[config.mk]
export PLATFORM = sky130hd
export DESIGN_NAME = mod9_count_tracker
export DESIGN_NICKNAME = d
export VERILOG_FILES = /design/src/rtl/mod9_count_tracker.sv
export SDC_FILE = /design/constraint.sdc
export NUM_CORES = 1
export LEC_CHECK = 0
export ABC_AREA = 1
export BUFFER_PORTS_ARGS = -buffer_cell sky130_fd_sc_hd__buf_2
export CAP_MARGIN = 20
export CELL_PAD_IN_SITES_DETAIL_PLACEMENT = 1
export CELL_PAD_IN_SITES_GLOBAL_PLACEMENT = 1
export CORE_ASPECT_RATIO = 0.75
export CORE_UTILIZATION = 37
export DETAILED_ROUTE_END_ITERATION = 12
export GPL_TIMING_DRIVEN = 1
export PLACE_DENSITY = 0.87
export SYNTH_ARGS = -nofsm -noshare
export SYNTH_HDL_FRONTEND = slang
export SYNTH_SLANG_ARGS = --single-unit
[constraint.sdc]
create_clock -name clk -period 2.5 [get_ports clk]
set_input_delay 0.125 -clock clk [delete_from_list [all_inputs] [get_ports clk]]
set_output_delay 0.125 -clock clk [all_outputs]
set_load 0.005 [all_outputs]
[src/rtl/mod9_count_tracker.sv]
// mod9_count_tracker: decodes steps, wraps and loads from sampled mod-MOD counter values.
// Optional MOD9_TRACK_STRICT_EN: a non-adjacent legal value is treated as a fault, not a load.
module mod9_count_tracker #(
  parameter int MOD   = 9,
  parameter int CNT_W = 4,
  parameter int NET_W = 16
) (
  input  logic                    clk,
  input  logic                    rst,
  input  logic                    clr,
  input  logic                    valid,
  input  logic [CNT_W-1:0]        q_in,
  output logic                    up,
  output logic                    down,
  output logic                    jump,
  output logic                    dir,
  output logic                    locked,
  output logic signed [NET_W-1:0] net,
  output logic [7:0]              wraps_up,
  output logic [7:0]              wraps_down,
  output logic                    err
);

  typedef enum logic [1:0] {
    S_IDLE  = 2'd0,
    S_TRACK = 2'd1,
    S_FAULT = 2'd2
  } state_t;

  localparam logic [CNT_W:0] L_MOD = (CNT_W+1)'(MOD);
  localparam logic [CNT_W:0] L_TOP = (CNT_W+1)'(MOD - 1);
  localparam logic signed [NET_W-1:0] L_NMAX =
    {1'b0, {(NET_W-1){1'b1}}};
  localparam logic signed [NET_W-1:0] L_NMIN =
    {1'b1, {(NET_W-1){1'b0}}};

  state_t                  r_state, w_state_nxt;
  logic [CNT_W-1:0]        r_prev, w_prev_nxt;
  logic                    r_up, w_up_nxt;
  logic                    r_down, w_down_nxt;
  logic                    r_jump, w_jump_nxt;
  logic                    r_dir, w_dir_nxt;
  logic signed [NET_W-1:0] r_net, w_net_nxt;
  logic [7:0]              r_wu, w_wu_nxt;
  logic [7:0]              r_wd, w_wd_nxt;
  logic                    r_err, w_err_nxt;

  logic [CNT_W:0] w_q;
  logic [CNT_W:0] w_p;
  logic [CNT_W:0] w_inc;
  logic [CNT_W:0] w_dec;
  logic           w_legal;

  // One extra bit keeps MOD == 2**CNT_W comparisons exact.
  assign w_q     = {1'b0, q_in};
  assign w_p     = {1'b0, r_prev};
  assign w_legal = (w_q < L_MOD);
  assign w_inc   = (w_p == L_TOP) ? '0 : w_p + 1'b1;
  assign w_dec   = (w_p == '0) ? L_TOP : w_p - 1'b1;

  // Next-state and next-output decode from the current sample.
  always_comb begin
    w_state_nxt = r_state;
    w_prev_nxt  = r_prev;
    w_up_nxt    = 1'b0;
    w_down_nxt  = 1'b0;
    w_jump_nxt  = 1'b0;
    w_dir_nxt   = r_dir;
    w_net_nxt   = r_net;
    w_wu_nxt    = r_wu;
    w_wd_nxt    = r_wd;
    w_err_nxt   = r_err;
    if (valid) begin
      unique case (r_state)
        S_IDLE: begin
          if (w_legal) begin
            w_prev_nxt  = q_in;
            w_state_nxt = S_TRACK;
          end else begin
            w_err_nxt = 1'b1;
          end
        end
        S_TRACK: begin
          if (!w_legal) begin
            w_err_nxt   = 1'b1;
            w_state_nxt = S_FAULT;
          end else if (w_q == w_p) begin
            w_prev_nxt = r_prev;
          end else if (w_q == w_inc) begin
            w_up_nxt   = 1'b1;
            w_dir_nxt  = 1'b1;
            w_prev_nxt = q_in;
            if (r_net != L_NMAX)
              w_net_nxt = r_net + 1'b1;
            if (w_p == L_TOP && r_wu != 8'hFF)
              w_wu_nxt = r_wu + 8'd1;
          end else if (w_q == w_dec) begin
            w_down_nxt = 1'b1;
            w_dir_nxt  = 1'b0;
            w_prev_nxt = q_in;
            if (r_net != L_NMIN)
              w_net_nxt = r_net - 1'b1;
            if (w_p == '0 && r_wd != 8'hFF)
              w_wd_nxt = r_wd + 8'd1;
          end else begin
`ifdef MOD9_TRACK_STRICT_EN
            w_err_nxt   = 1'b1;
            w_state_nxt = S_FAULT;
`else
            w_jump_nxt = 1'b1;
            w_prev_nxt = q_in;
`endif
          end
        end
        S_FAULT: begin
          w_state_nxt = S_FAULT;
        end
        default: begin
          w_state_nxt = S_IDLE;
        end
      endcase
    end
  end

  // State and accumulator registers; rst and clr both restore reset values.
  always_ff @(posedge clk) begin
    if (rst || clr) begin
      r_state <= S_IDLE;
      r_prev  <= '0;
      r_up    <= 1'b0;
      r_down  <= 1'b0;
      r_jump  <= 1'b0;
      r_dir   <= 1'b1;
      r_net   <= '0;
      r_wu    <= '0;
      r_wd    <= '0;
      r_err   <= 1'b0;
    end else begin
      r_state <= w_state_nxt;
      r_prev  <= w_prev_nxt;
      r_up    <= w_up_nxt;
      r_down  <= w_down_nxt;
      r_jump  <= w_jump_nxt;
      r_dir   <= w_dir_nxt;
      r_net   <= w_net_nxt;
      r_wu    <= w_wu_nxt;
      r_wd    <= w_wd_nxt;
      r_err   <= w_err_nxt;
    end
  end

  assign up         = r_up;
  assign down       = r_down;
  assign jump       = r_jump;
  assign dir        = r_dir;
  assign locked     = (r_state == S_TRACK);
  assign net        = r_net;
  assign wraps_up   = r_wu;
  assign wraps_down = r_wd;
  assign err        = r_err;

endmodule

# Word-level counts from Yosys, hierarchy flattened
# Index checks and enable logic that the tools add are counted.
classes:
  add_sub_neg: 6
  n_mul: 0
  div_mod_pow: 0
  n_lt_le_gt_ge: 1
  eq_ne: 15
  shifts: 0
  muxes: 18
  bitwise_logic: 5
  n_reduce_logical: 18
op_table:
  columns: ["op", "count"]
  rows:
  - ["2-to-1 mux 16 bit", 4]
  - ["inequality test 16 bit (second input constant)", 2]
  - ["adder 16 x 1 -> 16 bit (second input constant)", 1]
  - ["adder 8 x 1 -> 8 bit (second input constant)", 2]
  - ["inequality test 8 bit (second input constant)", 2]
  - ["subtractor 16 x 1 -> 16 bit (second input constant)", 1]
  - ["AND reduction 7 bit", 2]
  - ["2-to-1 mux 4 bit", 3]
  - ["equality test 4 x 5 -> 1 bit", 2]
  - ["2-to-1 mux 5 bit", 2]
  - ["AND reduction 5 bit", 2]
  - ["one-hot mux 4 bit (2 select lines)", 1]
  - ["inequality test 2 bit (second input constant)", 3]
  - ["one-hot mux 2 bit (3 select lines)", 1]
  - ["AND reduction 3 bit", 2]
  - ["AND reduction 6 bit", 1]
  - ["nonzero test 2 bit", 3]
  - ["OR reduction 6 bit", 1]
  - ["adder 4 x 1 -> 5 bit (second input constant)", 1]
  - ["zero test 5 bit", 1]
  - ["2-to-1 mux 1 bit", 5]
  - ["NOT 1 bit", 5]
  - ["OR reduction 5 bit", 1]
  - ["subtractor 4 x 1 -> 5 bit (second input constant)", 1]
  - ["11 further kinds", 14]
word_totals:
  ff_bits: 43
  latch_bits: 0
  mem_bits_rw: 0
  rom_bits: 0
  in_bits: 8
  out_inout_bits: 38
  wordCells: 73
  mem_count: 0

# Depth between registers and ports, before layout
# Gate-level depths: netlist of the first run.
depth:
  word_depth: 5
  mapped_depth: 21
  depth_no_buf: 20

# Worst setup path before layout of the first run
# No wires, ideal clock.
synth_path:
  kind: "register -> register"
  from: "reg r_prev[0]"
  to: "reg r_net[14], in the netlist net[14]"
  setup_ns: 0.116
  arrival_ns: 2.586
  required_ns: 2.384
  path_slack_ns: -0.202
  stages_incl_launch_ff: 21
  n_path_buf: 1
  synth_period_minus_slack_ns: 2.702
  path_cell_list: "dfxtp_1 -> inv_2 -> ha_1 -> inv_1 -> nand2_1 -> nand2_1 -> nor2_1 -> nand3_1 -> nor2_4 -> nand2_1 -> buf_6 -> ha_1 -> nand2_1 -> o21ai_0 -> nand2_1 -> nand3_1 -> nand2_1 -> inv_1 -> o21ai_0 -> a21oi_1 -> nor2_1"
synth_between:
  elab_chain_cells: 5
  elab_cells_between_ends: 15
  cone_classes: "2 x add/sub; 5 x eq/ne; 3 x mux; 1 x bitwise; 4 x reduce/logical"
synth_lines:
  columns: ["element", "line", "text"]
  rows:
  - ["from (decl)", "38", "logic [CNT_W-1:0] r_prev, w_prev_nxt;"]
  - ["from (signal assigned)", "140", "r_prev <= w_prev_nxt;"]
  - ["adder 4 x 1 -> 5 bit, or another cell as far along", "58", "assign w_inc = (w_p == L_TOP) ? '0 : w_p + 1'b1;"]
  - ["2-to-1 mux 5 bit (on tied branches)", "58, 59", null]
  - ["equality test 4 x 5 -> 1 bit (on tied branches)", "89, 97", null]
  - ["inequality test 2 x 1 -> 1 bit (no source line) or nonzero test 2 bit (tied branches)", null, null]
  - ["AND reduction 7 bit (no source line)", null, null]
  - ["to (signal assigned)", "145", "r_net <= w_net_nxt;"]
  - ["to (decl)", "43", "logic signed [NET_W-1:0] r_net, w_net_nxt;"]
# Parallel ways exist; a longest one is shown, timed or not.
# A chain may end at the register's enable or synchronous reset.

# Worst setup path after layout of the first run
layout_path:
  from: "reg r_prev[0]"
  to: "reg r_net[15], in the netlist net[15]"
# The elaborated chain is that of the path after synthesis.

==> results.py, run 1 <==
metrics = {
    "clock_tree": {
        "cts.sinks": 43,
        "clk_latency_ps": 300,
        "root_buffer": "clkbuf_16",
        "holdBufCountCts": 0,
        "clock_path_buffers": 2,
        "cts_tree": "done",
        "cts-buffers-inserted": 5,
        "cts.clk_slew.worst_paths_ps": 70,
        "htreeDepth": 2,
    },
    "synth": {
        "muxShareOfSynthArea_pct": 0,
        "synth_adder_area_share_pct": 9.55,
        "yosys.area.top_type": "dfxtp_1",
        "synthXorXnorAreaFrac_pct": 6.80,
        "synth-compound-area-share_pct": 13.8,
        "syn_area_sq_mm": 0.00322,
        "synth_cell_types": 37,
        "synth_area_per_cell_sq_um": 6.68,
        "synth_top_family_by_area": "simple AND/OR/NAND/NOR gates",
        "synthSimpleGateAreaFrac_pct": 35.5,
        "synth_top_area_share_pct": 26.7,
        "yosysSeqAreaShare_pct": 26.7,
        "synth.net_count": 514,
        "yosysWarnings": 0,
        "netlist_top_cells_area": "dfxtp_1, nand2_1, ha_1, nor2_1, nand3_1",
        "synthCells": 482,
        "synth_seq_cells": 43,
    },
    "sta": {
        "fin_ws_ps": -445,
        "hold_slack_ps": 163,
        "finalSetupTns_ps": -4400,
        "period_share_pct": 118,
        "slew_headroom_pct": 31.2,
        "grt_setup_unrepaired": "true",
        "clock.fmax_mhz": 340,
        "finClkSkew_ps": 5.15,
        "report.final.slew_viol_count": 0,
        "hold_viol": 0,
        "period_needed_ps": 2950,
        "tightest_slew_ps": 1030,
        "setup_violations": 16,
    },
    "floorplanning": {
        "die_area_sq_mm": 0.00909,
        "initial_core_util_pct": 38.1,
        "coreArea_sq_mm": 0.00845,
        "die_w_um": 110,
        "rows": 29,
        "die_y_um": 82.8,
        "io_pins": 46,
    },
    "layout": {
        "n_antenna_cell": 0,
        "area_delta_synth_final_pct": 46.4,
        "drive_gt1_share_pct": 36.3,
        "nNetsFinal": 615,
    },
    "route": {
        "route.detailed.drc": 0,
        "first_pass_iters": 4,
        "vias": 4017,
        "dr.first_iter.drc_count": 260,
        "routed_wirelength_um": 15400,
        "via_per_inst": 5.80,
        "drtAntennaViolNets": 0,
        "wl_per_cell_um": 22.3,
    },
    "setup_path": {
        "setup.worst_path.start_class": "flip-flop",
        "criticalPathCategory": "flip-flop to flip-flop",
        "rr_endpoint": "net[15]",
        "r2r-start": "r_prev[0]",
        "required_ps": 2650,
        "worstPathArrival_ps": 3090,
        "regToRegSetupSlack_ps": -450,
        "reg2regPathDepth": 21,
        "crit_fanout": 6,
        "end_kind": "flip-flop",
    },
    "global_routing": {
        "grt_pass1_vias": 4056,
        "grt_max_degree": 22,
        "antenna_found_initial": 0,
        "grt_pass1_wl_um": 20700,
        "grt.total_usage_pct": 29.9,
        "grt.overflow.total": 0,
    },
    "power": {
        "powerDensity_mw_per_mm2": 381,
        "ir_drop_v": 0.000274,
        "leakage_nw": 2.18,
        "p_sw_mw": 0.581,
        "swShare_pct": 32.3,
        "cellInternalPower_mw": 1.22,
        "power_mw": 1.80,
        "p_clk_share_pct": 38.6,
        "pwr-share-seq_pct": 38.7,
        "p_comb_share_pct": 22.6,
    },
    "min_path": {
        "whs_endpoint": "r_prev[0]",
        "hold_depth": 3,
        "min_path_type": "primary input to flip-flop",
        "hp-start": "q_in[0]",
    },
    "placement": {
        "hpwlAfterDp_um": 8490,
        "place_congestion": 0.820,
        "port_buffers": 45,
    },
    "flow_run": {
        "max_cap_viol_count": 0,
    },
    "outcome": {
        "status": "finished with violations",
        "violations": "negative setup slack",
    },
}
sequential cells by signal, summed over array words and instances, names as in the netlist:
name / count
jump: 1
up: 1
dir: 1
r_state: 2
wraps_up: 8
wraps_down: 8
net: 16
r_prev: 4
down: 1
err: 1
layer usage:
layer	vias up	wire [um]	track usage [%]
met2	201	7540	51.3
li1	1778	-	-
met1	1976	6160	36.1
met3	62	1070	4.63
met4	0	636	13.9
met5	-	0	0
through the flow:
stage               instance area (sq um)  util, %  std cells  setup slack (ps)
global placement                     4050     48.0        662             -93.2
finish                               4720     55.8        692              -445
CTS                                  4380     51.8        678              -218
global route                         4720     55.8        692              -583
detailed placement                   4050     48.0        662              -237
floorplan                            3470        -        482              6.60
layout make-up:
| type | instances | area (sq um) |
|---|---|---|
| multi-input combinational | 382 | 2650 |
| timing repair buffer | 103 | 733 |
| inverter | 48 | 185 |
| clock buffer | 6 | 129 |
| fill | 1058 | 3740 |
| clock inverter | 2 | 12.5 |
| tap | 108 | 135 |
| sequential | 43 | 868 |
cells in the mapped netlist, drive strengths merged:
cell type and instances:
a21o 2, nor3 7, a31oi 1, buf 5, o21a 2, nor4 2, xor2 17, xnor2 8
nand3b 2, nand3 41, nor2 67, a211oi 1, a21oi 43, nand4 9, ha 23, nand2 125
a21boi 1, inv 48, o21bai 3, o211ai 3, and2 1, o21ai 23, clkbuf 4, dfxtp 43
fa 1
worst max-delay path, stage by stage (launching register included):
cell	delay, ps
dfxtp_4	380
inv_4	40
ha_4	260
inv_2	30
nand2_1	50
nand2_1	70
nor2_1	140
nand3_1	130
nor2_4	160
nand2_4	100
buf_12	170
ha_1	240
a21oi_4	190
nand2_2	90
nand2_1	120
nand2_4	100
a21oi_4	170
inv_1	60
nand2_1	80
nand2_2	70
nand2_2	70
a21oi_2	50
cell usage in the layout (no fill, tap or decap), drive strengths merged:
cell type  count
and2           1
a211oi         1
nand4          9
nand3         41
a31oi          1
o21a           2
o21ai         23
xor2          17
o21bai         3
o211ai         3
nor4           2
a21o           2
clkinv         1
xnor2          8
buf          103
clkinvlp       1
ha            23
nand2        125
fa             1
nor3           7
a21boi         1
nand3b         2
inv           48
nor2          67
clkbuf         6
a21oi         43
dfxtp         43
cells by family (layout without fill, tap and decap cells):
kind of cell	count (synthesis)	after routing
compound gates	79	79
xor+xnor	25	25
fa+ha+maj	24	24
buf+inv	57	159
flops	43	43
simple gates	254	254
power groups by stage:
stage / Clock (mW) / Sequential [mW] / Combinational (mW)
4_1_cts: 0.678 / 0.696 / 0.327
6_report: 0.695 / 0.697 / 0.407
3_3_place_gp: 0 / 0.712 / 0.281
2_1_floorplan: 0 / 0.709 / 0.196
5_1_grt: 0.717 / 0.697 / 0.431
3_5_place_dp: 0 / 0.712 / 0.301
repair_timing:
action                     CTS  global route
setup endpoints to repair   12            30
hold endpoints to repair     0             0
buffers inserted             7            14
gates cloned                 1             0
gates resized for setup     26            50
pin swaps                   23            29
worst max-delay path by stage:
stage / start / to
3_5_place_dp: r_prev[1] / net[14]
4_1_cts: r_prev[0] / net[15]
5_1_grt: r_prev[0] / net[15]
3_3_place_gp: r_prev[1] / net[14]
2_1_floorplan: r_prev[0] / net[14]
6_report: r_prev[0] / net[15]
Note: power is estimated with default switching activity, not from simulation.
==> run 2, diff against run 1 <==
--- a/config.mk
+++ b/config.mk
@@ -15,6 +15,7 @@
 export DETAILED_ROUTE_END_ITERATION = 12
 export GPL_TIMING_DRIVEN = 1
 export PLACE_DENSITY = 0.87
+export SKIP_CTS_REPAIR_TIMING = 1
 export SYNTH_ARGS = -nofsm -noshare
 export SYNTH_HDL_FRONTEND = slang
 export SYNTH_SLANG_ARGS = --single-unit
==> results.py, run 2 (synthesis gave the netlist of run 1 again) <==
metrics = {
    "power": {
        "pwr-share-seq_pct": 39.8,
        "ir_drop_v": 0.000238,
        "p_comb_share_pct": 21.1,
        "p_clk_share_pct": 39.1,
        "cellInternalPower_mw": 1.20,
        "powerDensity_mw_per_mm2": 386,
        "swShare_pct": 31.4,
        "leakage_nw": 2.09,
        "power_mw": 1.75,
        "p_sw_mw": 0.550,
    },
    "setup_path": {
        "reg2regPathDepth": 21,
        "end_kind": "flip-flop",
        "required_ps": 2640,
        "crit_fanout": 6,
        "criticalPathCategory": "flip-flop to flip-flop",
        "worstPathArrival_ps": 3020,
        "setup.worst_path.start_class": "flip-flop",
    },
    "global_routing": {
        "grt_pass1_vias": 3837,
        "grt_max_degree": 22,
        "grt.total_usage_pct": 27.2,
        "grt.overflow.total": 0,
        "antenna_found_initial": 0,
        "grt_pass1_wl_um": 19200,
    },
    "floorplanning": {
        "die_w_um": 110,
        "initial_core_util_pct": 38.1,
        "coreArea_sq_mm": 0.00845,
        "io_pins": 46,
        "die_y_um": 82.8,
        "die_area_sq_mm": 0.00909,
        "rows": 29,
    },
    "sta": {
        "hold_viol": 0,
        "fin_ws_ps": -376,
        "report.final.slew_viol_count": 0,
        "tightest_slew_ps": 1040,
        "grt_setup_unrepaired": "true",
        "finClkSkew_ps": 7.43,
        "period_needed_ps": 2880,
        "period_share_pct": 115,
        "hold_slack_ps": 165,
        "setup_violations": 12,
        "clock.fmax_mhz": 348,
        "slew_headroom_pct": 30.7,
    },
    "layout": {
        "multi_input_area_sq_mm": 0.00256,
        "fin_cells": 682,
        "final_util_pct": 53.7,
        "drive_gt1_share_pct": 34.1,
        "seq_area_sq_um": 868,
        "n_antenna_cell": 0,
        "mostFrequentLayoutCell": "nand2_1",
        "area_delta_synth_final_pct": 41.0,
        "largest_reg_flops": 16,
        "mostFrequentLayoutCells": "nand2_1, nor2_1, buf_2, inv_1, buf_4",
        "fillCellCount": 1084,
        "nNetsFinal": 605,
    },
    "min_path": {
        "hold_depth": 3,
        "min_path_type": "primary input to flip-flop",
    },
    "placement": {
        "port_buffers": 45,
        "dp_cells": 662,
        "hpwlAfterDp_um": 8490,
        "place_congestion": 0.820,
    },
    "route": {
        "route.detailed.drc": 0,
        "drtAntennaViolNets": 0,
        "via_per_inst": 5.68,
        "routed_wirelength_um": 14100,
        "dr.first_iter.drc_count": 268,
        "first_pass_iters": 5,
        "vias": 3877,
        "wl_per_cell_um": 20.7,
    },
    "clock_tree": {
        "htreeDepth": 2,
        "cts.sinks": 43,
        "clk_latency_ps": 300,
        "clock_path_buffers": 2,
        "cts.clk_slew.worst_paths_ps": 70,
        "root_buffer": "clkbuf_16",
        "cts_tree": "done",
        "cts-buffers-inserted": 5,
    },
    "outcome": {
        "status": "finished with violations",
        "violations": "negative setup slack",
    },
    "flow_run": {
        "max_cap_viol_count": 0,
    },
}
[run 2: cell types whose count changed in the layout (fill, tap and decap cells not counted), sizes merged]
cell / delta
buf: -11
clkbuf: +1
[run 2: cell type report]
| cell class | instances | share of cell area [%] |
|---|---|---|
| flip-flops and latches | 43 | 19.1 |
| inverters | 48 | 4.13 |
| clock inverters | 2 | 0.275 |
| well taps | 108 | 2.98 |
| repair buffers | 93 | 14.2 |
| multi-input cells | 382 | 56.5 |
| clock buffers | 6 | 2.84 |
[run 2: worst max-delay path, stage by stage (launching register included)]
cell       delay (ps)
dfxtp_4           380
inv_4              40
ha_4              260
inv_2              20
nand2_1            50
nand2_1            70
nor2_1            150
nand3_2           120
nor2_4            130
nand2_4            90
clkbuf_16         180
ha_4              220
a21oi_2           210
o21ai_1           130
nand2_1            70
nand2_1            80
a21oi_4           160
inv_1              80
nand2_1           100
nand2_2            60
nand2_2            60
a21oi_2            50
[run 2: power by group through the flow]
stage          clock network (mW)  logic (mW)  registers, mW
5_1_grt                     0.705       0.399          0.697
4_1_cts                     0.678       0.307          0.697
2_1_floorplan                   0       0.196          0.709
6_report                    0.685       0.370          0.697
3_5_place_dp                    0       0.301          0.712
3_3_place_gp                    0       0.281          0.712
[run 2: worst paths after layout]
check        startpoint        end  slack (ps)
min             q_in[0]  r_prev[0]         160
min reg2reg         err        err         490
max reg2reg   r_prev[0]    net[15]        -380
max           r_prev[0]    net[15]        -380
[run 2: metal layers]
layer	GRT usage (%)	wire length (um)	up-vias
li1	-	-	1761
met1	36.0	5870	1915
met2	45.7	6970	157
met3	2.67	762	44
met4	9.45	489	0
met5	0	0	-
[run 2: per-stage QoR]
stage	setup TNS (ps)	instance area [sq um]	worst slack [ps]
floorplan	0	3470	6.60
global placement	-513	4050	-93.2
detailed placement	-1780	4050	-237
CTS	-2190	4200	-345
global route	-6550	4540	-567
finish	-3110	4540	-376
